File: src/rtl/kbd_pkg.sv
// Shared scan-code constants, FSM state types and the set-2 to ASCII lookup
// for the PS/2 keyboard front end.
package kbd_pkg;

    localparam logic [7:0] SC_BREAK  = 8'hF0;
    localparam logic [7:0] SC_EXT    = 8'hE0;
    localparam logic [7:0] SC_LSHIFT = 8'h12;
    localparam logic [7:0] SC_RSHIFT = 8'h59;
    localparam logic [7:0] SC_ENTER  = 8'h5A;
    localparam logic [7:0] SC_ESC    = 8'h76;

    localparam logic [7:0] ASCII_CR  = 8'h0D;
    localparam logic [7:0] ASCII_ESC = 8'h1B;

    typedef enum logic {
        IDLE,
        SHIFT
    } rx_state_e;

    typedef enum logic [1:0] {
        BASE,
        BRK,
        EXT,
        EXT_BRK
    } dec_state_e;

    // Returns {hit, ascii}; letters are upper-cased when shift is held.
    function automatic logic [8:0] sc2ascii(input logic [7:0] code, input logic shift);
        logic [7:0] ch;
        logic       hit;
        logic       letter;
        ch     = '0;
        hit    = 1'b1;
        letter = 1'b1;
        case (code)
            8'h1C: ch = "a";  8'h32: ch = "b";  8'h21: ch = "c";  8'h23: ch = "d";
            8'h24: ch = "e";  8'h2B: ch = "f";  8'h34: ch = "g";  8'h33: ch = "h";
            8'h43: ch = "i";  8'h3B: ch = "j";  8'h42: ch = "k";  8'h4B: ch = "l";
            8'h3A: ch = "m";  8'h31: ch = "n";  8'h44: ch = "o";  8'h4D: ch = "p";
            8'h15: ch = "q";  8'h2D: ch = "r";  8'h1B: ch = "s";  8'h2C: ch = "t";
            8'h3C: ch = "u";  8'h2A: ch = "v";  8'h1D: ch = "w";  8'h22: ch = "x";
            8'h35: ch = "y";  8'h1A: ch = "z";
            default: begin
                letter = 1'b0;
                case (code)
                    8'h45: ch = "0";  8'h16: ch = "1";  8'h1E: ch = "2";  8'h26: ch = "3";
                    8'h25: ch = "4";  8'h2E: ch = "5";  8'h36: ch = "6";  8'h3D: ch = "7";
                    8'h3E: ch = "8";  8'h46: ch = "9";  8'h29: ch = 8'h20;
                    default: hit = 1'b0;
                endcase
            end
        endcase
        if (letter && shift) begin
            ch = ch - 8'h20;
        end
        return {hit, ch};
    endfunction

endpackage

File: src/rtl/ps2_rx.sv
// PS/2 device-to-host frame receiver: synchronisers, falling-edge detect,
// frame FSM, inactivity timeout and optional odd-parity check (PS2_KBD_PARITY_CHECK_EN).
module ps2_rx
    import kbd_pkg::*;
#(
    parameter int unsigned TIMEOUT_CYCLES = 100000
) (
    input  logic       clk,
    input  logic       rst,
    input  logic       ps2_clk_i,
    input  logic       ps2_data_i,
    output logic [7:0] code,
    output logic       code_stb,
    output logic       frame_err
);

    localparam int unsigned TW = $clog2(TIMEOUT_CYCLES + 1);
    localparam logic [TW-1:0] TO_MAX = TW'(TIMEOUT_CYCLES);

    rx_state_e     state_q, state_d;
    logic [1:0]    clk_sync_q, dat_sync_q;
    logic          clk_prev_q;
    logic [3:0]    bit_cnt_q, bit_cnt_d;
    logic [8:0]    shift_q, shift_d;
    logic [TW-1:0] to_cnt_q, to_cnt_d;
    logic [7:0]    code_q, code_d;
    logic          code_stb_q, code_stb_d;
    logic          frame_err_q, frame_err_d;
    logic          fall, ps2_dat, timeout_hit, parity_ok;

    assign fall        = clk_prev_q & ~clk_sync_q[1];
    assign ps2_dat     = dat_sync_q[1];
    assign timeout_hit = (state_q == SHIFT) && !fall && (to_cnt_q == TO_MAX);

`ifdef PS2_KBD_PARITY_CHECK_EN
    assign parity_ok = ^shift_q;
`else
    assign parity_ok = 1'b1;
`endif

    always_ff @(posedge clk or posedge rst) begin
        if (rst) begin
            state_q <= IDLE;
        end else begin
            state_q <= state_d;
        end
    end

    always_comb begin
        state_d = state_q;
        case (state_q)
            IDLE:  if (fall && !ps2_dat) state_d = SHIFT;
            SHIFT: if ((fall && bit_cnt_q == 4'd9) || timeout_hit) state_d = IDLE;
            default: state_d = IDLE;
        endcase
    end

    // Data and parity share one 9-bit shifter; after the parity edge
    // shift_q[7:0] holds the byte and shift_q[8] the parity bit.
    always_comb begin
        bit_cnt_d   = bit_cnt_q;
        shift_d     = shift_q;
        code_d      = code_q;
        code_stb_d  = 1'b0;
        frame_err_d = 1'b0;
        to_cnt_d    = fall ? '0 : ((to_cnt_q == TO_MAX) ? to_cnt_q : to_cnt_q + 1'b1);
        case (state_q)
            IDLE: if (fall && !ps2_dat) bit_cnt_d = '0;
            SHIFT: begin
                if (fall) begin
                    bit_cnt_d = bit_cnt_q + 4'd1;
                    if (bit_cnt_q < 4'd9) begin
                        shift_d = {ps2_dat, shift_q[8:1]};
                    end else if (ps2_dat && parity_ok) begin
                        code_d     = shift_q[7:0];
                        code_stb_d = 1'b1;
                    end else begin
                        frame_err_d = 1'b1;
                    end
                end else if (timeout_hit) begin
                    frame_err_d = 1'b1;
                end
            end
            default: ;
        endcase
    end

    always_ff @(posedge clk or posedge rst) begin
        if (rst) begin
            clk_sync_q  <= '0;
            dat_sync_q  <= '0;
            clk_prev_q  <= 1'b0;
            bit_cnt_q   <= '0;
            shift_q     <= '0;
            to_cnt_q    <= '0;
            code_q      <= '0;
            code_stb_q  <= 1'b0;
            frame_err_q <= 1'b0;
        end else begin
            clk_sync_q  <= {clk_sync_q[0], ps2_clk_i};
            dat_sync_q  <= {dat_sync_q[0], ps2_data_i};
            clk_prev_q  <= clk_sync_q[1];
            bit_cnt_q   <= bit_cnt_d;
            shift_q     <= shift_d;
            to_cnt_q    <= to_cnt_d;
            code_q      <= code_d;
            code_stb_q  <= code_stb_d;
            frame_err_q <= frame_err_d;
        end
    end

    assign code      = code_q;
    assign code_stb  = code_stb_q;
    assign frame_err = frame_err_q;

endmodule

File: src/rtl/ps2_kbd.sv
// PS/2 keyboard front end: scan code set 2 make/break decoder producing one
// ASCII strobe per keypress. Optional parity check via PS2_KBD_PARITY_CHECK_EN.
module ps2_kbd
    import kbd_pkg::*;
#(
    parameter int unsigned TIMEOUT_CYCLES = 100000
) (
    input  logic       clk,
    input  logic       rst,
    input  logic       ps2_clk_i,
    input  logic       ps2_data_i,
    output logic [7:0] kbd_data,
    output logic       kbd_valid,
    output logic       kbd_done,
    output logic       kbd_reset,
    output logic       frame_err
);

    logic [7:0] code;
    logic       code_stb;
    logic [8:0] lookup;

    dec_state_e state_q, state_d;
    logic       lshift_q, lshift_d, rshift_q, rshift_d;
    logic [7:0] data_q, data_d;
    logic       valid_q, valid_d, done_q, done_d, reset_q, reset_d;

    ps2_rx #(.TIMEOUT_CYCLES(TIMEOUT_CYCLES)) u_rx (
        .clk       (clk),
        .rst       (rst),
        .ps2_clk_i (ps2_clk_i),
        .ps2_data_i(ps2_data_i),
        .code      (code),
        .code_stb  (code_stb),
        .frame_err (frame_err)
    );

    assign lookup = sc2ascii(code, lshift_q | rshift_q);

    always_ff @(posedge clk or posedge rst) begin
        if (rst) begin
            state_q <= BASE;
        end else begin
            state_q <= state_d;
        end
    end

    always_comb begin
        state_d = state_q;
        if (code_stb) begin
            case (state_q)
                BASE: begin
                    if (code == SC_BREAK)    state_d = BRK;
                    else if (code == SC_EXT) state_d = EXT;
                end
                EXT:     state_d = (code == SC_BREAK) ? EXT_BRK : BASE;
                default: state_d = BASE;
            endcase
        end
    end

    always_comb begin
        lshift_d = lshift_q;
        rshift_d = rshift_q;
        data_d   = '0;
        valid_d  = 1'b0;
        done_d   = 1'b0;
        reset_d  = 1'b0;
        if (code_stb) begin
            case (state_q)
                BASE: begin
                    if (code == SC_LSHIFT) begin
                        lshift_d = 1'b1;
                    end else if (code == SC_RSHIFT) begin
                        rshift_d = 1'b1;
                    end else if (code == SC_ENTER) begin
                        {valid_d, done_d, data_d} = {2'b11, ASCII_CR};
                    end else if (code == SC_ESC) begin
                        {valid_d, reset_d, data_d} = {2'b11, ASCII_ESC};
                    end else if (code != SC_BREAK && code != SC_EXT && lookup[8]) begin
                        {valid_d, data_d} = {1'b1, lookup[7:0]};
                    end
                end
                BRK: begin
                    if (code == SC_LSHIFT) lshift_d = 1'b0;
                    if (code == SC_RSHIFT) rshift_d = 1'b0;
                end
                EXT: if (code == SC_ENTER) {valid_d, done_d, data_d} = {2'b11, ASCII_CR};
                default: ;
            endcase
        end
    end

    always_ff @(posedge clk or posedge rst) begin
        if (rst) begin
            lshift_q <= 1'b0;
            rshift_q <= 1'b0;
            data_q   <= '0;
            valid_q  <= 1'b0;
            done_q   <= 1'b0;
            reset_q  <= 1'b0;
        end else begin
            lshift_q <= lshift_d;
            rshift_q <= rshift_d;
            data_q   <= data_d;
            valid_q  <= valid_d;
            done_q   <= done_d;
            reset_q  <= reset_d;
        end
    end

    assign kbd_data  = data_q;
    assign kbd_valid = valid_q;
    assign kbd_done  = done_q;
    assign kbd_reset = reset_q;

endmodule

File: config.mk
export PLATFORM = sky130hd
export DESIGN_NAME = ps2_kbd
export DESIGN_NICKNAME = d
export VERILOG_FILES = /design/src/rtl/kbd_pkg.sv /design/src/rtl/ps2_rx.sv /design/src/rtl/ps2_kbd.sv
export SDC_FILE = /design/constraint.sdc
export NUM_CORES = 1
export LEC_CHECK = 0
export CELL_PAD_IN_SITES_DETAIL_PLACEMENT = 2
export CELL_PAD_IN_SITES_GLOBAL_PLACEMENT = 2
export CORE_MARGIN = 3
export CORE_UTILIZATION = 42
export DETAILED_ROUTE_END_ITERATION = 10
export HOLD_SLACK_MARGIN = 0.1
export PLACE_DENSITY = 0.88
export SETUP_SLACK_MARGIN = 0.15
export SYNTH_ARGS = -nofsm -noshare
export SYNTH_HDL_FRONTEND = slang
export SYNTH_SLANG_ARGS = --single-unit
File: constraint.sdc
create_clock -name clk -period 4.3 [get_ports clk]
set_input_delay 0.86 -clock clk [delete_from_list [all_inputs] [get_ports clk]]
set_output_delay 0.86 -clock clk [all_outputs]
set_load 0.1 [all_outputs]
## After elaboration in Yosys (flattened, before gate mapping)

Index checks and enable logic that the tools add are counted.

- Equality and inequality tests: 58
- Div/mod/pow operators: 0
- Muxes and demuxes: 60
- Reduce and logical (&&, ||, !) cells: 20
- Order comparisons: 1
- Add/sub/neg operators: 3
- Bitwise operators: 5
- Multipliers: 0
- Shift-type cells: 0

Operator list:

| operator | count |
|---|---|
| 8-bit by 6-bit equality test with 1-bit output (second input constant) | 23 |
| 7-bit one-hot mux with 26 select lines | 1 |
| 8-bit by 7-bit equality test with 1-bit output (second input constant) | 10 |
| 6-bit one-hot mux with 11 select lines | 1 |
| 8-bit by 5-bit equality test with 1-bit output (second input constant) | 8 |
| 8-bit two-way mux | 7 |
| 1-bit two-way mux | 35 |
| 17-bit two-way mux | 2 |
| 26-bit OR reduction | 1 |
| 17-bit by 1-bit adder with 17-bit output (second input constant) | 1 |
| 17-bit equality test (second input constant) | 1 |
| 8-bit equality test (second input constant) | 2 |
| 8-bit inequality test (second input constant) | 2 |
| 8-bit one-hot mux with 2 select lines | 1 |
| 4-bit two-way mux | 3 |
| 2-bit inequality test (second input constant) | 6 |
| 11-bit OR reduction | 1 |
| 1-bit one-hot mux with 2 select lines | 5 |
| 4-bit one-hot mux with 2 select lines | 1 |
| 4-bit AND reduction | 2 |
| 8-bit by 6-bit subtractor with 8-bit output (second input constant) | 1 |
| 1-bit logical AND | 7 |
| 2-bit two-way mux | 3 |
| 5-bit AND reduction | 1 |
| other kinds (17) | 22 |

- Logic and storage cells: 164
- Bits of input ports: 4
- Flip-flop bits (word level): 61
- Output and inout port bits: 12
- Bits in writable memories: 0
- ROM bits: 0
- Latch bits: 0
- Memories: 0

## Longest topological paths before layout

- Depth after elaboration: 12
- Mapped depth: 11

## Hierarchy

Synthesis repeated with hierarchy kept, for this count alone.

- Cell total of the unflattened synthesis: 385
- Area total of the unflattened synthesis: 3,716.1 µm²

Modules (own cells, without submodules):

| module | area each (µm²) | instances | cells each | seq. area each (µm²) |
|---|---|---|---|---|
| ps2_rx | 2,102.0 | 1 | 179 | 1,151.1 |
| ps2_kbd | 1,614.0 | 1 | 206 | 375.4 |

## Least setup slack after synthesis

OpenSTA, ideal clock, no wires.

- Kind: register to register
- Start point: reg u_rx.code_q[4], in the netlist u_rx.code[4]
- End point: reg data_q[5], in the netlist kbd_data[5]
- Arrival: 2.118 ns
- Setup time: 0.099 ns
- Cell stages (with the launch flop): 9
- Path buffers: 1
- Path slack: 2.083 ns
- Data required time: 4.201 ns
- Cells stage by stage: dfrtp_1 -> buf_4 -> and4bb_2 -> and4b_1 -> a311oi_1 -> a21boi_0 -> and3_1 -> ha_1 -> a311oi_1

- Word-level cells in the longest chain between the ends: 12
- Elaborated cells between the ends (all ways): 62
- Classes of those cells: add/sub: 1; eq/ne: 43; mux: 13; reduce/logical: 5

Ends and longest elaborated chain:

| what | RTL line | text |
|---|---|---|
| from (decl) | ps2_rx.sv:26 | `logic [7:0] code_q, code_d;` |
| from (signal assigned) | ps2_rx.sv:106 | `code_q <= code_d;` |
| 8-bit by 6-bit equality test with 1-bit output (tied with other cells) | kbd_pkg.sv:45 | `case (code)` |
| 6-bit one-hot mux with 11 select lines (tied with other cells) | kbd_pkg.sv:45 |  |
| 7-bit one-hot mux with 26 select lines (tied with other cells) | kbd_pkg.sv:35 | `case (code)` |
| 8-bit by 6-bit subtractor with 8-bit output (tied with other cells) | kbd_pkg.sv:54 | `ch = ch - 8'h20;` |
| 8-bit two-way mux / 1-bit logical AND (equally long branches) | kbd_pkg.sv:53, ps2_kbd.sv:80 |  |
| 8-bit two-way mux | ps2_kbd.sv:80 | `end else if (code != SC_BREAK && code != SC_EXT && lookup[8]) begin` |
| 8-bit two-way mux | ps2_kbd.sv:78 | `end else if (code == SC_ESC) begin` |
| 8-bit two-way mux | ps2_kbd.sv:76 | `end else if (code == SC_ENTER) begin` |
| 8-bit two-way mux | ps2_kbd.sv:74 | `end else if (code == SC_RSHIFT) begin` |
| 8-bit two-way mux (*) | ps2_kbd.sv:72 | `if (code == SC_LSHIFT) begin` |
| 8-bit one-hot mux with 2 select lines (*) | ps2_kbd.sv:70 | `case (state_q)` |
| 8-bit two-way mux (*) | ps2_kbd.sv:69 | `if (code_stb) begin` |
| net data_d[5] | ps2_kbd.sv:25 | `logic [7:0] data_q, data_d;` |
| to (signal assigned) | ps2_kbd.sv:105 | `data_q <= data_d;` |
| to (decl) | ps2_kbd.sv:25 |  |

Mark *: on every way through the listed nets, which the timed path passes. The rest lies on a longest branch.
A chain may end at the register's enable or synchronous reset.

## Worst setup path in the final report

- Start point: reg u_rx.code_q[1], in the netlist u_rx.code[1]
- End point: reg data_q[5], in the netlist kbd_data[5]

Same word-level chain as after synthesis.

==> flow_metrics.tcl <==
set metrics [dict create \
    drv_slew 0 \
    holdPathStages 0 \
    sw_frac_of_total_pct 41.3 \
    antenna_found_initial 0 \
    syn_area_per_cell_um2 9.81 \
    cts-root-buf "clkbuf_8" \
    skew_ns 0.00528 \
    hp-class "register to register" \
    antenna_cells 0 \
    worstMarginPinSlew_ns 1.02 \
    cts_repair_resize_count 0 \
    cp.arrival_ns 3.31 \
    maxCapViolations 0 \
    vias 2946 \
    drtIter0Drc 193 \
    overflow 0 \
    hpwl_um 7040 \
    ir_drop_v 0.000332 \
    hold_slack_ns 0.370 \
    drive_above_1_share_pct 13.0 \
    numCtsBuffers 9 \
    r2r_end "kbd_data[5]" \
    finalNetCount 375 \
    clk_pin_slew_ns 0.07 \
    clock_sinks 61 \
    dieArea_mm2 0.00962 \
    syn_inst 363 \
    synth_seq_cells 61 \
    fp.dieH_um 98.1 \
    io-pin-count 16 \
    grt_use_met3_pct 4.07 \
    setup_slack_ns 1.23 \
    rows 32 \
    critPathLaunchType "register" \
    dp.cells 456 \
    post_cts_buffers 0 \
    intPower_w 0.00120 \
    use_met2_pct 37.3 \
    start_util_pct 44.7 \
    setup_tns_ns 0 \
    reg2reg_depth 7 \
    max_slew_margin_pct 31.6 \
    setup_violations 0 \
    power_density_mw_per_mm2 525 \
    crit_type "register to register" \
    r2r_slack_ns 1.23 \
    clockPowerShare_pct 25.2 \
    drcViolationCount 0 \
    pre_cts_slack_ns 1.28 \
    synth_ff_type "dfrtp_1" \
    finalCritPeriodShare_pct 71.4 \
    grt-busiest-layer "met2" \
    final_common_cell "dfrtp_1" \
    track_usage_pct 22.3 \
    grt_max_degree 50 \
    met1_usage_pct 29.1 \
    min_from "u_rx.clk_sync_q[0]" \
    r2r-start "u_rx.code[1]" \
    htreeDepth 3 \
    insertion_delay_ns 0.35 \
    firstDrtPassIters 4 \
    io_buffer_count 15 \
    final_cells 472 \
    power_leakage_nw 1.55 \
    grt_first_pass_wirelength_um 17000 \
    syn_to_final_growth_pct 9.77 \
    final_antenna_net_count 0 \
    clock_path_buffers 2 \
    pwr-share-comb_pct 27.6 \
    cts_hold_buf 0 \
    hold_end "u_rx.clk_sync_q[1]" \
    fin_crit_ns 3.07 \
    rsz0062_at_grt "false" \
    worstSetupEndpointType "register" \
    p_seq_share_pct 47.2 \
    fp.dieW_um 98.1 \
    synth_top_area_share_pct 42.9 \
    wl_um 10200 \
    outcome "complete, no violations" \
    async_reset_ff_share_pct 100 \
    path_max_fanout 29 \
    p_switching_w 0.000846 \
    tritoncts "built" \
    coreArea_mm2 0.00797 \
    syn_nets 373 \
    hold_viol 0 \
    post_drt_wl_per_cell_um 21.6 \
    ys_types 67 \
    grt_pass1_vias 3140 \
    synth_edf_count 0 \
    yosys.area.top_type "dfrtp_1" \
    gp_congestion 0.894 \
    synthTopCellsByArea "dfrtp_1 (43%), mux2_2 (5.7%), nor2_1 (2.7%)" \
    synth_seq_area_share_pct 42.9 \
    synth-warning-count 0 \
    vias_per_cell 6.24 \
    cp.required_ns 4.54 \
    clock.fmax_mhz 326 \
    most-common-layout-cells "dfrtp_1 (61), nor2_1 (26), nand2_1 (25)" \
    fillers 843 \
    netlist_area_mm2 0.00356 \
]
==> area by class of cell <==
| cell class | count | area (um2) | share of cell area, % |
|---|---|---|---|
| multi-input combinational | 261 | 1830 | 46.9 |
| clock inverter | 7 | 75.1 | 1.92 |
| timing repair buffer | 17 | 165 | 4.23 |
| tap | 102 | 128 | 3.27 |
| sequential | 61 | 1530 | 39.1 |
| inverter | 15 | 56.3 | 1.44 |
| clock buffer | 9 | 124 | 3.17 |
==> worst max-delay path: stages (launching register included) <==
cell      delay [ns]
dfrtp_1         0.93
nand2b_1        0.41
mux2i_1         0.15
a311oi_1        0.35
a21boi_0        0.42
and3_1          0.23
ha_1            0.22
a311oi_1        0.23
==> sequential cells by signal, summed over array words and instances (netlist names), 2 cells and up <==
signal           flops
u_rx.shift_q         9
state_q              2
kbd_data             8
u_rx.code            8
u_rx.dat_sync_q      2
u_rx.bit_cnt_q       4
u_rx.to_cnt_q       17
u_rx.clk_sync_q      2
==> stage by stage <==
step	power (W)	cell area [um2]	util, %
final	0.00205	3910	49.0
after global routing	0.00218	3910	49.0
after CTS	0.00206	3910	49.0
after detailed placement	0.00153	3710	46.5
after global placement	0.00149	3710	46.5
after floorplan	0.00137	3560	-
==> cells in the mapped netlist, drive strengths merged (4+ instances only) <==
cell type and n:
buf 20, nand3 16, xnor2 5, nand2 25, dfrtp 61, ha 6
nor4bb 5, nor3 11, nand4 11, xor2 10, clkbuf 6, a21oi 13
inv 15, nor4 5, o21ai 14, nor2 26, mux2 18, nand2b 8
nor4b 4, nor3b 4, o31ai 4, a21boi 4, nor2b 7
==> worst max path at each step <==
| stage | slack, ns | endpoint | startpoint |
|---|---|---|---|
| final | 1.23 | kbd_data[5] | u_rx.code[1] |
| after global routing | 1.01 | kbd_data[5] | u_rx.code[1] |
| after CTS | 1.24 | kbd_data[5] | u_rx.code[1] |
| after detailed placement | 1.28 | kbd_data[5] | u_rx.code[1] |
| after global placement | 1.44 | kbd_data[5] | u_rx.code[3] |
| after floorplan | 1.93 | kbd_data[0] | rst |
==> power by group through the flow <==
stage	Combinational (W)	Clock, W	Sequential, W
global placement	0.000533	0	0.000955
global route	0.000633	0.000551	0.000997
finish	0.000566	0.000516	0.000967
CTS	0.000569	0.000531	0.000963
floorplan	0.000601	0	0.000768
detailed placement	0.000561	0	0.000971
==> metal layers <==
layer	vias up	share of wire, %
met5	-	0
met3	18	3.9
met1	1522	44
met4	0	1.7
li1	1342	-
met2	64	50
==> cells by family (layout without fill, tap and decap cells) <==
group | Yosys count | in the layout | synth area share (%)
adder cells (fa/ha/maj) | 6 | 6 | 2.11
flip-flops | 61 | 61 | 42.9
multiplexers | 20 | 20 | 6.26
buffers and inverters | 41 | 48 | 5.62
XOR/XNOR | 15 | 15 | 3.69
AO/OA/AOI/OAI | 74 | 74 | 14.6
AND/OR/NAND/NOR | 146 | 146 | 24.9
Note: power is estimated with default switching activity, not from simulation.
